## src/rtl/nw_pkg.sv

```systemverilog
// Shared definitions for the Needleman-Wunsch score RAM managers:
// default geometry, the writer state encoding and the cell address helper.
package nw_pkg;

    localparam int NW_N       = 8;
    localparam int NW_SCORE_W = 9;
    localparam int NW_GAP     = 2;
    localparam int NW_IDX_W   = $clog2(NW_N + 1);
    localparam int NW_ADDR_W  = $clog2((NW_N + 1) * (NW_N + 1));

    typedef enum logic [2:0] {
        IDLE     = 3'd0,
        INIT_ROW = 3'd1,
        INIT_COL = 3'd2,
        FILL     = 3'd3,
        DONE     = 3'd4
    } nw_state_e;

    // Row-major address of cell (i,j) in an (n+1)x(n+1) matrix.
    function automatic logic [31:0] cell_addr(input logic [31:0] i,
                                              input logic [31:0] j,
                                              input logic [31:0] n);
        return i * (n + 32'd1) + j;
    endfunction

endpackage

```

## src/rtl/nw_idx_counter.sv

```systemverilog
// Row-major (i,j) cell counter with load, increment, configurable wrap column
// and a column-only mode used for sweeping column 0.
module nw_idx_counter #(
    parameter int N     = 8,
    parameter int IDX_W = $clog2(N + 1)
) (
    input  logic             clk,
    input  logic             rst,
    input  logic             load,
    input  logic             inc,
    input  logic             col_only,
    input  logic [IDX_W-1:0] load_i,
    input  logic [IDX_W-1:0] load_j,
    input  logic [IDX_W-1:0] col_start,
    output logic [IDX_W-1:0] i,
    output logic [IDX_W-1:0] j,
    output logic             row_end,
    output logic             last
);

    localparam logic [IDX_W-1:0] IDX_MAX = IDX_W'(N);

    logic [IDX_W-1:0] i_r;
    logic [IDX_W-1:0] j_r;

    // Index registers: load has priority over increment.
    always_ff @(posedge clk or posedge rst) begin
        if (rst) begin
            i_r <= '0;
            j_r <= '0;
        end else if (load) begin
            i_r <= load_i;
            j_r <= load_j;
        end else if (inc) begin
            if (col_only) begin
                i_r <= i_r + IDX_W'(1);
            end else if (j_r == IDX_MAX) begin
                i_r <= i_r + IDX_W'(1);
                j_r <= col_start;
            end else begin
                j_r <= j_r + IDX_W'(1);
            end
        end
    end

    assign i       = i_r;
    assign j       = j_r;
    assign row_end = (j_r == IDX_MAX);
    assign last    = (i_r == IDX_MAX) && (col_only || (j_r == IDX_MAX));

endmodule

```

## src/rtl/score_ram_writer.sv

```systemverilog
// Write-side manager of the NW score RAM: writes the gap-penalty border, then
// one handshaken score per cell row-major over (1,1)..(N,N).
module score_ram_writer
    import nw_pkg::*;
#(
    parameter int N       = NW_N,
    parameter int SCORE_W = NW_SCORE_W,
    parameter int GAP     = NW_GAP,
    parameter int IDX_W   = $clog2(N + 1),
    parameter int ADDR_W  = $clog2((N + 1) * (N + 1))
) (
    input  logic               clk,
    input  logic               rst,
    input  logic               start,
    input  logic [SCORE_W-1:0] score_in,
    input  logic               score_valid,
    output logic               score_ready,
    output logic               we,
    output logic [ADDR_W-1:0]  waddr,
    output logic [SCORE_W-1:0] wdata,
    output logic [IDX_W-1:0]   i_idx,
    output logic [IDX_W-1:0]   j_idx,
    output logic               busy,
    output logic               done
);

    localparam int INIT_W = IDX_W + $clog2(GAP) + 1;

    nw_state_e state_r, state_s;

    logic               we_r, we_s;
    logic [ADDR_W-1:0]  waddr_r, waddr_s;
    logic [SCORE_W-1:0] wdata_r, wdata_s;
    logic               ready_r, ready_s;
    logic               busy_r, busy_s;
    logic               done_r, done_s;
    logic               accept_s;

    logic               cnt_load_s, cnt_inc_s, cnt_col_only_s;
    logic [IDX_W-1:0]   cnt_load_i_s, cnt_load_j_s, cnt_col_start_s;
    logic [IDX_W-1:0]   cnt_i, cnt_j;
    logic               cnt_row_end, cnt_last;

    // Border value -(k*GAP), formed at INIT_W bits and sign-extended/truncated.
    function automatic logic [SCORE_W-1:0] init_score(input logic [IDX_W-1:0] k);
        logic signed [INIT_W-1:0] mag_v;
        logic signed [31:0]       ext_v;
        mag_v = signed'(INIT_W'(k) * INIT_W'(GAP));
        ext_v = 32'(-mag_v);
        return ext_v[SCORE_W-1:0];
    endfunction

    nw_idx_counter #(
        .N     (N),
        .IDX_W (IDX_W)
    ) u_idx (
        .clk       (clk),
        .rst       (rst),
        .load      (cnt_load_s),
        .inc       (cnt_inc_s),
        .col_only  (cnt_col_only_s),
        .load_i    (cnt_load_i_s),
        .load_j    (cnt_load_j_s),
        .col_start (cnt_col_start_s),
        .i         (cnt_i),
        .j         (cnt_j),
        .row_end   (cnt_row_end),
        .last      (cnt_last)
    );

    assign accept_s = score_valid && ready_r;

    // Next-state, counter control and next output values.
    always_comb begin
        state_s         = state_r;
        we_s            = 1'b0;
        waddr_s         = waddr_r;
        wdata_s         = wdata_r;
        ready_s         = 1'b0;
        done_s          = 1'b0;
        cnt_load_s      = 1'b0;
        cnt_inc_s       = 1'b0;
        cnt_col_only_s  = 1'b0;
        cnt_load_i_s    = '0;
        cnt_load_j_s    = '0;
        cnt_col_start_s = '0;
        case (state_r)
            IDLE: begin
                if (start) begin
                    state_s    = INIT_ROW;
                    cnt_load_s = 1'b1;
                end else begin
                    state_s = IDLE;
                end
            end
            INIT_ROW: begin
                we_s    = 1'b1;
                waddr_s = ADDR_W'(cell_addr(32'(cnt_i), 32'(cnt_j), 32'(N)));
                wdata_s = init_score(cnt_j);
                if (cnt_row_end) begin
                    state_s      = INIT_COL;
                    cnt_load_s   = 1'b1;
                    cnt_load_i_s = IDX_W'(1);
                end else begin
                    cnt_inc_s = 1'b1;
                end
            end
            INIT_COL: begin
                cnt_col_only_s = 1'b1;
                we_s           = 1'b1;
                waddr_s        = ADDR_W'(cell_addr(32'(cnt_i), 32'd0, 32'(N)));
                wdata_s        = init_score(cnt_i);
                if (cnt_last) begin
                    state_s      = FILL;
                    cnt_load_s   = 1'b1;
                    cnt_load_i_s = IDX_W'(1);
                    cnt_load_j_s = IDX_W'(1);
                end else begin
                    cnt_inc_s = 1'b1;
                end
            end
            FILL: begin
                cnt_col_start_s = IDX_W'(1);
                // Ready stays low for the cycle after an accept so the compute
                // stage can fetch neighbours of the new cell.
                if (accept_s) begin
                    we_s    = 1'b1;
                    waddr_s = ADDR_W'(cell_addr(32'(cnt_i), 32'(cnt_j), 32'(N)));
                    wdata_s = score_in;
                    if (cnt_last) begin
                        state_s = DONE;
                    end else begin
                        cnt_inc_s = 1'b1;
                    end
                end else begin
                    ready_s = 1'b1;
                end
            end
            DONE: begin
                done_s     = 1'b1;
                state_s    = IDLE;
                cnt_load_s = 1'b1;
            end
            default: begin
                state_s = IDLE;
            end
        endcase
        busy_s = (state_s != IDLE);
    end

    // State register.
    always_ff @(posedge clk or posedge rst) begin
        if (rst) begin
            state_r <= IDLE;
        end else begin
            state_r <= state_s;
        end
    end

    // Registered outputs.
    always_ff @(posedge clk or posedge rst) begin
        if (rst) begin
            we_r    <= 1'b0;
            waddr_r <= '0;
            wdata_r <= '0;
            ready_r <= 1'b0;
            busy_r  <= 1'b0;
            done_r  <= 1'b0;
        end else begin
            we_r    <= we_s;
            waddr_r <= waddr_s;
            wdata_r <= wdata_s;
            ready_r <= ready_s;
            busy_r  <= busy_s;
            done_r  <= done_s;
        end
    end

    assign we          = we_r;
    assign waddr       = waddr_r;
    assign wdata       = wdata_r;
    assign score_ready = ready_r;
    assign busy        = busy_r;
    assign done        = done_r;
    assign i_idx       = cnt_i;
    assign j_idx       = cnt_j;

endmodule

```

## config.mk

```make
export PLATFORM = sky130hd
export DESIGN_NAME = score_ram_writer
export DESIGN_NICKNAME = d
export VERILOG_FILES = /design/src/rtl/nw_pkg.sv /design/src/rtl/nw_idx_counter.sv /design/src/rtl/score_ram_writer.sv
export SDC_FILE = /design/constraint.sdc
export NUM_CORES = 1
export LEC_CHECK = 0
export CAP_MARGIN = 5
export CORE_ASPECT_RATIO = 0.75
export CORE_MARGIN = 4
export CORE_UTILIZATION = 30
export CTS_CLUSTER_SIZE = 30
export DETAILED_ROUTE_END_ITERATION = 16
export HOLD_SLACK_MARGIN = 0.03
export SLEW_MARGIN = 5
export SYNTH_ARGS = -nofsm -noshare
export SYNTH_HDL_FRONTEND = slang
export SYNTH_HIERARCHICAL = 1
export SYNTH_SLANG_ARGS = --single-unit
```

## constraint.sdc

```tcl
create_clock -name clk -period 2.6 [get_ports clk]
set_clock_uncertainty 0.15 [all_clocks]
set_input_delay 0.78 -clock clk [delete_from_list [all_inputs] [get_ports clk]]
set_output_delay 0.78 -clock clk [all_outputs]
set_load 0.01 [all_outputs]
```

==> impl_metrics.env <==
export IMPL_status="complete, no violations"
export IMPL_slew_viol_final=0
export IMPL_dpl_cell_area_sq_um=2830
export IMPL_clock_root_buffer="clkbuf_8"
export IMPL_netlist_area_sq_um=2170
export IMPL_ys_types=58
export IMPL_cts_tree="done"
export IMPL_fin_nets=345
export IMPL_p_total_mw=4.15
export IMPL_drv_cap=0
export IMPL_crit_slowest_cell="clkdlybuf4s50_1"
export IMPL_vias_per_cell=4.72
export IMPL_regArea_sq_um=777
export IMPL_avgSynthCellArea_sq_um=8.71
export IMPL_pre_cts_ws_ps=-28.8
export IMPL_floorplan_initialDensity_pct=31.3
export IMPL_synth_seq_cells=31
export IMPL_ff2ff_setup_slack_ps=250
export IMPL_crit_path_end_kind="output port"
export IMPL_worst_setup_path_start_kind="register"
export IMPL_area_delta_synth_final_pct=36.1
export IMPL_critPathRequiredTime_ps=1670
export IMPL_peakVddDrop_mv=0.553
export IMPL_hold_path_class="reg2reg"
export IMPL_clk_pin_slew_ps=70
export IMPL_crit_family="buffers and inverters"
export IMPL_cts_made_buffers=5
export IMPL_finalHoldViolations=0
export IMPL_dieArea_sq_um=8670
export IMPL_setup_worst_path_end="i_idx[3]"
export IMPL_setup_violations=0
export IMPL_clockBufferDepth=2
export IMPL_grt_pass1_vias=1998
export IMPL_final_cell_mix="clkdlybuf4s50_1 (40), dfrtp_1 (30), buf_4 (24)"
export IMPL_wl_per_cell_um=14.0
export IMPL_synth_ff_type="dfrtp_1"
export IMPL_ant_nets=0
export IMPL_core_sq_um=6930
export IMPL_p_leak_nw=1.33
export IMPL_multiInputGateArea_sq_um=1290
export IMPL_io_pins=41
export IMPL_hpwl_um=4270
export IMPL_crit_buf_inv=1
export IMPL_cp_cell_sequence="clkdlybuf4s50_1"
export IMPL_grtUsageTotal_pct=14.5
export IMPL_fin_crit_ps=2420
export IMPL_finalInstanceArea_sq_um=2950
export IMPL_vias=1959
export IMPL_dr_first_iter_drc_count=112
export IMPL_clock_latency_ps=290
export IMPL_fill_cells=691
export IMPL_ff2ff_path_depth=12
export IMPL_totalWireLength_um=5830
export IMPL_htree_levels=2
export IMPL_post_route_period_util_pct=93.1
export IMPL_utilization_pct=42.6
export IMPL_diodes=0
export IMPL_r2r_start="u_idx/j[0]$_DFFE_PP0P_"
export IMPL_rsz0062_at_grt="true"
export IMPL_io_buffers=40
export IMPL_firstDrtPassIters=4
export IMPL_final_common_cell="clkdlybuf4s50_1"
export IMPL_finalWorstSetupSlack_ps=178
export IMPL_synth_edf_count=0
export IMPL_rows=26
export IMPL_cts_sinks=31
export IMPL_crit_path_max_fanout=9
export IMPL_grt_pass1_wl_um=9850
export IMPL_fin_tns_setup_ps=0
export IMPL_powerDensity_nw_per_um2=1410
export IMPL_cp_arrival_ps=1490
export IMPL_path_depth=1
export IMPL_drc=0
export IMPL_routabilityCongestion=0.819
export IMPL_regToRegEndpoint="u_idx/i[3]$_DFFE_PP0P_"
export IMPL_synthArstFlopShare_pct=100
export IMPL_syn_inst=249
export IMPL_fmax_ghz=0.413
export IMPL_grt_max_degree=26
export IMPL_critical_path_max_stage_delay_ps=620
export IMPL_drive_above_1_share_pct=14.5
export IMPL_dieHeight_um=81.6
export IMPL_grt_ovfl_total=0
export IMPL_worstSetupPathType="reg2out"
export IMPL_fp_dieW_um=106
export IMPL_ys_warn_count=6
export IMPL_worstSetupStartpoint="u_idx/i[3]$_DFFE_PP0P_"
export IMPL_yosysSeqAreaShare_pct=35.8
export IMPL_antenna_found_initial=0
[power by group]
group / leakage [nW] / total [mW] / internal [mW] / switching [mW]
registers: 0.357 / 0.856 / 0.710 / 0.146
clock network: 0.0612 / 0.512 / 0.310 / 0.202
logic: 0.911 / 2.79 / 1.33 / 1.46
[routing by layer]
layer	up-vias	share of wire, %	GRT usage (%)	wire, um
met5	-	0	0	0
met4	0	0.65	2.98	38
met3	6	4.7	3.69	272
met2	45	43	22.4	2490
met1	906	52	20.5	3030
li1	1002	-	-	-
[worst min-delay path by stage]
| stage | from | slack [ps] | endpoint | depth (start not counted) |
|---|---|---|---|---|
| after detailed placement | wdata[0]$_DFFE_PP0P_ | 310 | wdata[0]$_DFFE_PP0P_ | 2 |
| final | wdata[0]$_DFFE_PP0P_ | 330 | wdata[0]$_DFFE_PP0P_ | 2 |
| after CTS | wdata[0]$_DFFE_PP0P_ | 330 | wdata[0]$_DFFE_PP0P_ | 2 |
| after floorplan | wdata[0]$_DFFE_PP0P_ | 350 | wdata[0]$_DFFE_PP0P_ | 2 |
| after global routing | wdata[0]$_DFFE_PP0P_ | 350 | wdata[0]$_DFFE_PP0P_ | 2 |
| after global placement | wdata[0]$_DFFE_PP0P_ | 300 | wdata[0]$_DFFE_PP0P_ | 2 |
[layout make-up]
type	count	share of cell area, %
clock buffers	6	2.80
repair buffers	64	19.7
clock inverters	2	1.19
well taps	98	4.15
multi-input cells	196	43.6
inverters	18	2.29
flip-flops and latches	31	26.3
[cell families after synthesis]
| logic type | Yosys count | share of synthesized area, % |
|---|---|---|
| xor+xnor | 5 | 2.02 |
| fa+ha+maj | 16 | 9.57 |
| other cells | 1 | 0.173 |
| buf+inv | 30 | 6.75 |
| flops | 31 | 35.8 |
| compound gates | 71 | 21.3 |
| mux | 6 | 3.00 |
| simple gates | 89 | 21.5 |
[stage by stage]
stage | hold WS [ps] | cells
global placement | 304 | 406
detailed placement | 312 | 406
finish | 328 | 415
floorplan | 354 | 257
global route | 355 | 415
CTS | 328 | 414
[Yosys cell counts (2+ instances only)]
library cell | n | area (sq um)
nand3_1 | 9 | 45.0
mux2i_1 | 5 | 50.1
xor2_1 | 3 | 26.3
and2_1 | 4 | 25.0
nor2b_1 | 4 | 25.0
buf_6 | 3 | 33.8
clkbuf_1 | 2 | 7.51
a31oi_1 | 5 | 31.3
dfrtp_1 | 31 | 776
o21ai_1 | 2 | 10.0
nand2b_1 | 6 | 37.5
and3b_1 | 2 | 17.5
nor3_1 | 4 | 20.0
a211oi_1 | 3 | 22.5
nand4_1 | 3 | 18.8
xnor2_1 | 2 | 17.5
nand2_1 | 20 | 75.1
ha_1 | 15 | 188
a22oi_1 | 2 | 15.0
o211ai_1 | 3 | 22.5
inv_1 | 17 | 63.8
o21ai_0 | 17 | 85.1
a21oi_1 | 21 | 105
nor2_1 | 24 | 90.1
nand3b_1 | 4 | 30.0
buf_2 | 6 | 30.0
[registers in the layout, summed over array words and instances (netlist names)]
register	flops
wdata	9
waddr	7
u_idx/j	4
busy	1
we	1
u_idx/i	4
done	1
score_ready	1
state_r	3
[timing repair]
action,in CTS,in global routing
setup endpoints to repair,0,7
gates resized for setup,0,1
hold buffers,0,0
buffers inserted,0,1
Power figures use the tool's default switching activity.
